`config.mk`:
```
export PLATFORM = sky130hd
export DESIGN_NAME = reset_seq_gen
export DESIGN_NICKNAME = d
export VERILOG_FILES = /design/src/rtl/reset_seq_gen.sv
export SDC_FILE = /design/constraint.sdc
export NUM_CORES = 1
export LEC_CHECK = 0
export CELL_PAD_IN_SITES_DETAIL_PLACEMENT = 0
export CELL_PAD_IN_SITES_GLOBAL_PLACEMENT = 1
export CORE_MARGIN = 2
export CORE_UTILIZATION = 40
export DETAILED_ROUTE_END_ITERATION = 6
export PLACE_DENSITY = 0.75
export RECOVER_POWER = 50
export SYNTH_ARGS = -nofsm -noshare
export SYNTH_HDL_FRONTEND = slang
export SYNTH_SLANG_ARGS = --single-unit
export TNS_END_PERCENT = 10
```
`constraint.sdc`:
```
create_clock -name clk -period 2.95 [get_ports clk]
set_input_delay 0.59 -clock clk [delete_from_list [all_inputs] [get_ports clk]]
set_output_delay 0.59 -clock clk [all_outputs]
set_load 0.01 [all_outputs]
```
`src/rtl/reset_seq_gen.sv`:
```
// reset_seq_gen: stretches POR/SW/WDT resets and releases NUM_DOMAINS domains in staggered order.
// Define RESET_SEQ_GEN_SW_REQ_SYNC_EN to treat sw_req as asynchronous (2-flop sync + rising-edge detect).
module reset_seq_gen #(
  parameter int SYNC_STAGES       = 2,
  parameter int MIN_ASSERT_CYCLES = 16,
  parameter int NUM_DOMAINS       = 4,
  parameter int RELEASE_GAP       = 4
) (
  input  logic                   clk,
  input  logic                   reset_n,
  input  logic                   sw_req,
  input  logic                   wdt_expire,
  output logic [NUM_DOMAINS-1:0] reset,
  output logic [NUM_DOMAINS-1:0] reset_n_out,
  output logic                   busy,
  output logic                   sw_ack,
  output logic [1:0]             cause
);
  localparam int MAXC = MIN_ASSERT_CYCLES > RELEASE_GAP ? MIN_ASSERT_CYCLES : RELEASE_GAP;
  localparam int CW   = $clog2(MAXC + 1);
  typedef enum logic [1:0] {HOLD, RELEASE, RUN} state_t;
  state_t                 r_state;
  logic [SYNC_STAGES-1:0] r_sync;
  logic [CW-1:0]          r_cnt;
  logic [NUM_DOMAINS-1:0] r_reset;
  logic [NUM_DOMAINS-1:0] w_rel;
  logic                   r_busy;
  logic                   r_sw_ack;
  logic                   r_sw_pend;
  logic [1:0]             r_cause;
  logic                   w_sync;
  logic                   w_sw_req;
  logic                   w_step;
  assign w_sync = r_sync[SYNC_STAGES-1];
  // clearing the lowest set bit releases domains strictly in index order
  assign w_rel  = r_reset & (r_reset - NUM_DOMAINS'(1));
  assign w_step = r_cnt == CW'(r_state == HOLD ? MIN_ASSERT_CYCLES - 1 : RELEASE_GAP - 1);
  always_ff @(posedge clk or negedge reset_n) begin
    if (!reset_n) r_sync <= '0;
    else r_sync <= {r_sync[SYNC_STAGES-2:0], 1'b1};
  end
`ifdef RESET_SEQ_GEN_SW_REQ_SYNC_EN
  logic [2:0] r_sw_sync;
  logic       r_sw_pulse;
  always_ff @(posedge clk or negedge reset_n) begin
    if (!reset_n) begin
      r_sw_sync  <= '0;
      r_sw_pulse <= 1'b0;
    end else begin
      r_sw_sync  <= {r_sw_sync[1:0], sw_req};
      r_sw_pulse <= r_sw_sync[1] & ~r_sw_sync[2];
    end
  end
  assign w_sw_req = r_sw_pulse;
`else
  assign w_sw_req = sw_req;
`endif
  always_ff @(posedge clk or negedge reset_n) begin
    if (!reset_n) begin
      r_state   <= HOLD;
      r_cnt     <= '0;
      r_reset   <= '1;
      r_busy    <= 1'b1;
      r_sw_ack  <= 1'b0;
      r_sw_pend <= 1'b0;
      r_cause   <= 2'd0;
    end else begin
      r_sw_ack <= 1'b0;
      if (wdt_expire) begin
        r_state   <= HOLD;
        r_cnt     <= '0;
        r_reset   <= '1;
        r_busy    <= 1'b1;
        r_sw_pend <= 1'b0;
        r_cause   <= 2'd2;
      end else if (r_state == RUN) begin
        if (w_sw_req) begin
          r_state   <= HOLD;
          r_cnt     <= '0;
          r_reset   <= '1;
          r_busy    <= 1'b1;
          r_sw_pend <= 1'b1;
          r_cause   <= 2'd1;
        end
      end else if (w_sync) begin
        if (w_step) begin
          r_cnt   <= '0;
          r_reset <= w_rel;
          if (w_rel == '0) begin
            r_state   <= RUN;
            r_busy    <= 1'b0;
            r_sw_ack  <= r_sw_pend;
            r_sw_pend <= 1'b0;
          end else begin
            r_state <= RELEASE;
          end
        end else begin
          r_cnt <= r_cnt + CW'(1);
        end
      end
    end
  end
  assign reset       = r_reset;
  assign reset_n_out = ~r_reset;
  assign busy        = r_busy;
  assign sw_ack      = r_sw_ack;
  assign cause       = r_cause;
endmodule

```
Word level (Yosys, flattened, before mapping)
Index checks and enable logic that the tools add are counted.

operators by class
  multiplexer cells = 32
  bitwise logic cells = 2
  equality and inequality tests = 3
  reduce and logical (&&, ||, !) cells = 11
  add/subtract/negate cells = 2

operators by type and width
  cell                                               count
  two-way mux 5 bit                                  5
  two-way mux 4 bit                                  6
  two-way mux 2 bit                                  9
  two-way mux 1 bit                                  12
  nonzero test 3 bit                                 3
  adder 5 x 1 -> 5 bit (second input constant)       1
  == test 5 x 4 -> 1 bit                             1
  AND 4 bit                                          1
  logical NOT 4 bit                                  1
  inverter 4 bit                                     1
  AND reduction 2 bit                                2
  AND reduction 4 bit                                1
  nonzero test 2 bit                                 2
  subtractor 4 x 1 -> 4 bit (second input constant)  1
  inequality test 3 bit (second input constant)      1
  AND reduction 3 bit                                1
  == test 2 bit (second input constant)              1
  logical NOT 2 bit                                  1

storage, ports and cells
  output and inout bits = 12
  flip-flop bits (word level) = 18
  input port bits = 4
  logic and storage cells = 58

Logic depth before layout (Yosys ltp)
Gate-level depths: netlist (run 1).

  word-level depth = 8
  depth in mapped cells = 5
  mapped depth without buffers = 4

Worst setup path after synthesis (run 1)
Ideal clock, no wire load.

  path type = register to register
  from = reg r_cnt[0]
  to = reg r_state[0]
  setup time = 0.122 ns
  setup slack = 1.447 ns
  stages on the path, launching flop included = 5
  buffers on the path = 0
  arrival time = 1.381 ns
  clock period less this slack = 1.503 ns
  cells stage by stage = dfrtp_1 -> ha_1 -> or2b_2 -> a211o_1 -> a32o_1

between the ends
  word-level cells in the longest chain between the ends = 3

RTL lines
  what                                  RTL line  text
  from (decl)                           24        logic [CW-1:0] r_cnt;
  from (signal assigned)                98        r_cnt <= r_cnt + CW'(1);
  == test 5 x 4 -> 1 bit                37        assign w_step = r_cnt == CW'(r_state == HOLD ? MIN_ASSERT_CYCLES - 1 : RELEASE_GAP - 1);
  nonzero test 3 bit (no source line)   -
  AND reduction 3 bit (no source line)  -
  to (signal assigned)                  60        r_state <= HOLD;
  to (signal assigned)                  70        r_state <= HOLD;
  to (signal assigned)                  78        r_state <= HOLD;
  to (decl)                             22        state_t r_state;

Every way passes these cells.
A chain may end at the register's enable or synchronous reset.

Worst setup path after layout (run 1)
  from = reg r_reset[2] (netlist: reset[2])
  to = out reset[2]

RTL lines
  what                    RTL line  text
  from (decl)             25        logic [NUM_DOMAINS-1:0] r_reset;
  from (signal assigned)  88        r_reset <= w_rel;
  to (decl)               13        output logic [NUM_DOMAINS-1:0] reset,

No word-level cell between the ends.

==> impl_metrics.json, run 1 <==
{
  "use_met1_pct": 21.5,
  "hp-start": "r_sync[0]",
  "ioPinCount": 16,
  "port_buffers": 15,
  "fin_area_um2": 1110,
  "overflow": 0,
  "firstDrtPassIters": 4,
  "final_cells": 136,
  "grt_start_max_net_pins": 19,
  "layout.nets": 114,
  "peakVddDrop_uv": 268,
  "synth_edf_count": 0,
  "required_ns": 2.36,
  "start_kind": "flip-flop",
  "post_cts_resized": 0,
  "grt_pass1_vias": 695,
  "drc": 0,
  "die_h_um": 51.9,
  "path_clk_slew_ns": 0.10,
  "clock_latency_ns": 0.30,
  "synth-seq-area-share_pct": 49.8,
  "tightest_slew_ns": 0.797,
  "critPathMaxFanout": 6,
  "crit_path_end_kind": "primary output",
  "cts_tree": "built",
  "ys_types": 35,
  "cellLeakagePower_nw": 0.485,
  "synthToLayoutAreaGrowth_pct": 21.6,
  "busiest_layer": "met2",
  "worst-r2r-setup-slack_ns": 1.04,
  "antennaDiodeCount": 0,
  "slew_viol_final": 0,
  "min_period_over_period_pct": 69.1,
  "synth_fp_nets": 96,
  "gp_congestion": 0.856,
  "synth_area_um2": 917,
  "postCtsSetupRepairBufs": 0,
  "drt_iter0_drc": 13,
  "slowest_delay_ns": 0.60,
  "grtUsageTotal_pct": 16.4,
  "yosysWarningCount": 0,
  "drive_above_1_share_pct": 13.9,
  "synth-seq-cells": 18,
  "cts_buffers": 3,
  "viasPerCell": 5.51,
  "wl_per_cell_um": 13.7,
  "setup_violations": 0,
  "min_path_type": "flip-flop to flip-flop",
  "vias": 749,
  "clockBufferDepth": 2,
  "rsz0062_at_grt": "false",
  "finalWirelength_um": 1870,
  "fin_skew_ns": 0.00361,
  "placed_cell_area_um2": 1090,
  "coreArea_um2": 2190,
  "layout_min_cycle_time_ns": 2.04,
  "use_met2_pct": 25.1,
  "timing.rr.start": "r_cnt[0]",
  "dp_hpwl_um": 1360,
  "fmax_ghz": 0.490,
  "cp.arrival_ns": 1.45,
  "dieArea_um2": 2690,
  "start_util_pct": 41.9,
  "avgSynthCellArea_um2": 10.1,
  "postSynth.asyncResetShare_pct": 100,
  "slowest_stage": "dfstp_2",
  "antenna_found_initial": 0,
  "critPathKind": "flip-flop to primary output",
  "drv_cap": 0,
  "layout_setup_ws_ns": 0.911,
  "place_ws_ns": 0.782,
  "crit_path_start": "reset[2]",
  "die_w_um": 51.9,
  "outcome": "complete, no violations",
  "cp_top_family": "flip-flops",
  "use_met3_pct": 3.16,
  "hold_viol_final": 0,
  "dp_cells": 132,
  "cts_hold_buf": 0,
  "rows": 17,
  "cts_max_level": 1,
  "worstPathCellList": "clkdlybuf4s50_1",
  "ant_nets": 0,
  "clock-root-buffer": "clkbuf_4",
  "critical_path_buf_inv_count": 1,
  "tns_ns": 0,
  "synth-main-ff-cell": "dfrtp_1",
  "syn_inst": 91,
  "grt_pass1_wl_um": 3180,
  "pwr_density_cell_nw_per_um2": 481,
  "clock_sinks": 18,
  "max_slew_margin_pct": 46.7,
  "hold-worst-slack_ns": 0.372
}
-- final cells by class --
class                   instances  area [um^2]
well taps                      28         35.0
repair buffers                 15          150
multi-input cells              66          418
inverters                       5         18.8
flip-flops and latches         18          457
clock buffers                   4         36.3
fillers                       209         1080
-- kinds of logic after synthesis --
logic type	count (synthesis)	synth area share [%]
mux	1	1.50
fa+ha+maj	1	1.36
simple gates	34	21.6
flops	18	49.8
buf+inv	7	3.00
compound gates	29	22.4
other cells	1	0.409
-- power breakdown --
group	leakage, nW	switching (W)	internal (W)
sequential	0.221	0.0000277	0.000269
clock	0.0210	0.0000760	0.0000753
combinational	0.243	0.0000494	0.0000387
total	0.485	0.000153	0.000383
-- cell usage in the layout (no fill, tap or decap), drive strengths merged, types with 2 or more instances in the layout --
master and instances:
dfrtp 13, and2 2, inv 5, dlygate4sd3 2
nand3 2, dfstp 5, o21ai 8, a211oi 3
clkdlybuf4s50 13, a21oi 4, nand2b 2, nor3 2
nor2 11, clkbuf 4, a21o 2, nand2 8
a211o 3, a31oi 3
-- registers in the layout (all words and copies together) (netlist names) --
signal	count
r_state	2
reset	4
sw_ack	1
r_sync	2
r_sw_pend	1
busy	1
cause	2
r_cnt	5
-- path summary, 6_finish.rpt --
check	to	cells after the start
worst min-delay path	r_sync[1]	0
worst max-delay path	reset[2]	1
min in group asynchronous	r_cnt[2]	1
max in group asynchronous	cause[1]	1
worst max register to register	sw_ack	4
worst min register to register	r_sync[1]	0
-- per-layer routing --
layer / vias up / routed length, um
li1: 355 / -
met1: 365 / 926
met2: 24 / 799
met3: 5 / 101
met4: 0 / 40
met5: - / 0
-- through the flow --
step / power, W / utilization [%]
after floorplan: 0.000359 / -
after global placement: 0.000391 / 49.9
after detailed placement: 0.000393 / 49.9
after CTS: 0.000547 / 51.6
after global routing: 0.000568 / 50.9
final: 0.000536 / 50.9
-- cells in the mapped netlist, types with 2 or more instances --
master | number | area, um^2
o21ai_0 | 8 | 40.0
dfrtp_1 | 13 | 325
a21oi_1 | 4 | 20.0
inv_1 | 5 | 18.8
nand2b_1 | 2 | 12.5
nand2_1 | 8 | 30.0
dfstp_2 | 5 | 131
nor2_1 | 10 | 37.5
a211o_1 | 3 | 26.3
nand3_1 | 2 | 10.0
and2_1 | 2 | 12.5
a211oi_1 | 2 | 15.0
a21o_1 | 2 | 15.0
nor3_1 | 2 | 10.0
a31oi_1 | 3 | 18.8
Note: power is estimated with default switching activity, not from simulation.
==> run 2, diff against run 1 <==
--- a/config.mk
+++ b/config.mk
@@ -8,9 +8,9 @@
 export CELL_PAD_IN_SITES_DETAIL_PLACEMENT = 0
 export CELL_PAD_IN_SITES_GLOBAL_PLACEMENT = 1
 export CORE_MARGIN = 2
-export CORE_UTILIZATION = 40
+export CORE_UTILIZATION = 35
 export DETAILED_ROUTE_END_ITERATION = 6
-export PLACE_DENSITY = 0.75
+export PLACE_DENSITY = 0.7
 export RECOVER_POWER = 50
 export SYNTH_ARGS = -nofsm -noshare
 export SYNTH_HDL_FRONTEND = slang
==> constraint.sdc (replaced) <==
create_clock -name clk -period 1.67 [get_ports clk]
set_input_delay 0.334 -clock clk [delete_from_list [all_inputs] [get_ports clk]]
set_output_delay 0.334 -clock clk [all_outputs]
set_load 0.01 [all_outputs]
==> run 2 against run 1 <==
  * Utilization decreased by 2.4 points
  * Clock skew rose by 0.0027 ns
  * Design area up 7.7%
  * Combinational power increased by 110%
  * Sequential cell count unchanged
  * Cell count up 8.1%
  * Critical endpoint is now r_state[0]
==> impl_metrics.json, run 2 (same netlist as run 1, synthesis figures left out) <==
{
  "outcome": "complete, no violations",
  "required_ns": 1.87,
  "switching_power_w": 0.000292,
  "antennaDiodeCount": 0,
  "wl_per_cell_um": 13.9,
  "cts_buffers": 3,
  "p_clk_share_pct": 27.9,
  "drc": 0,
  "cellLeakagePower_nw": 0.547,
  "grt_pass1_wl_um": 3490,
  "multi_input_area_um2": 449,
  "clockBufferDepth": 2,
  "start_kind": "flip-flop",
  "mostFrequentLayoutCell": "dfrtp_1",
  "setup_violations": 0,
  "fin_skew_ns": 0.00633,
  "p_seq_share_pct": 53.1,
  "slowest_stage": "dfrtp_1",
  "coreArea_um2": 2480,
  "min_path_type": "flip-flop to flip-flop",
  "rsz0062_at_grt": "true",
  "clock_sinks": 18,
  "slew_viol_final": 0,
  "finalWirelength_um": 2040,
  "largest_reg_flops": 5,
  "worst-r2r-setup-slack_ns": 0.06,
  "clock_latency_ns": 0.30,
  "worstPathCellList": "ha_2, or2b_2, a211o_1, a32o_1",
  "antenna_found_initial": 0,
  "pwr_density_cell_nw_per_um2": 822,
  "gp_congestion": 0.821,
  "hold_viol_final": 0,
  "overflow": 0,
  "synthToLayoutAreaGrowth_pct": 31.0,
  "grt_start_max_net_pins": 19,
  "rows": 18,
  "critPathMaxFanout": 5,
  "slowest_delay_ns": 0.41,
  "drv_cap": 0,
  "layout_common_cells": "13 x dfrtp_1, 9 x nor2_1, 9 x dlygate4sd2_1",
  "post-route-util_pct": 48.5,
  "swShare_pct": 29.6,
  "cts_tree": "built",
  "n_fill_cell": 267,
  "vias": 768,
  "viasPerCell": 5.22,
  "dp_hpwl_um": 1460,
  "ioPinCount": 16,
  "cts_hold_buf": 0,
  "cts_max_level": 1,
  "ant_nets": 0,
  "peakVddDrop_uv": 467,
  "drt_iter0_drc": 11,
  "start_util_pct": 37.0,
  "fmax_ghz": 0.619,
  "die_w_um": 55.2,
  "drive_above_1_share_pct": 22.2,
  "layout.nets": 123,
  "crit_path_end_kind": "flip-flop",
  "grt_pass1_vias": 751,
  "path_clk_slew_ns": 0.10,
  "power_w": 0.000988,
  "die_h_um": 55.2,
  "combPwrFrac_pct": 19.0,
  "dieArea_um2": 3050,
  "cp.arrival_ns": 1.81,
  "p_int_w": 0.000696,
  "port_buffers": 15,
  "min_period_over_period_pct": 96.7,
  "critPathKind": "flip-flop to flip-flop",
  "grtUsageTotal_pct": 16.7,
  "largest-register": "r_cnt",
  "seq_area_um2": 457,
  "firstDrtPassIters": 4,
  "max_slew_margin_pct": 35.9,
  "layout_min_cycle_time_ns": 1.61,
  "tightest_slew_ns": 0.962,
  "clock-root-buffer": "clkbuf_4",
  "tns_ns": 0
}
==> run 2: metrics by stage <==
stage	worst slack (ns)	area [um^2]	std cells	hold slack, ns
floorplan	0.167	917	91	0.0384
global placement	-0.0369	1160	142	0.334
detailed placement	-0.0648	1160	142	0.335
CTS	0.0539	1190	147	0.356
global route	-0.00463	1200	147	0.380
finish	0.0555	1200	147	0.357
==> run 2: repair_timing <==
action / 4_1_cts / 5_1_grt
hold endpoints to repair: 0 / 0
pin swaps: 0 / 0
endpoints found under the setup margin: 9 / 6
buffers inserted: 1 / 0
resized for setup: 9 / 4
==> run 2: power by group through the flow <==
| stage | Clock [W] | Combinational [W] | Sequential [W] |
|---|---|---|---|
| 2_1_floorplan | 0 | 0.000113 | 0.000522 |
| 3_3_place_gp | 0 | 0.000178 | 0.000531 |
| 3_5_place_dp | 0 | 0.000182 | 0.000532 |
| 4_1_cts | 0.000284 | 0.000180 | 0.000524 |
| 5_1_grt | 0.000316 | 0.000219 | 0.000534 |
| 6_report | 0.000276 | 0.000188 | 0.000524 |
==> run 2: area by class of cell <==
class / count / share of cell area, %
clock buffer: 4 / 3.02
inverter: 5 / 1.56
multi-input combinational: 66 / 37.4
sequential: 18 / 38.0
tap: 30 / 3.13
timing repair buffer: 24 / 16.9
==> run 2: critical path, delay by kind of cell (launching register included) <==
family                   cells  cell delay [ns]
flip-flops                   1             0.41
AND/OR/NAND/NOR              1             0.37
AO/OA/AOI/OAI                2             0.52
adder cells (fa/ha/maj)      1             0.22
==> run 2: routing by layer <==
metal	up-vias	routed length [um]	GRT usage (%)
met5	-	0	0
met4	0	41	4.88
met3	4	84	5.91
met2	15	914	25.0
met1	373	1000	22.7
li1	376	-	-
==> run 2: final timing paths <==
kind	end	from	depth (start not counted)
worst max-delay path	r_state[0]	r_cnt[0]	4
min in group asynchronous	r_cnt[4]	reset_n	2
worst max register to register	r_state[0]	r_cnt[0]	4
worst min register to register	r_sync[1]	r_sync[0]	0
max in group asynchronous	cause[1]	reset_n	2
worst min-delay path	r_sync[1]	r_sync[0]	0
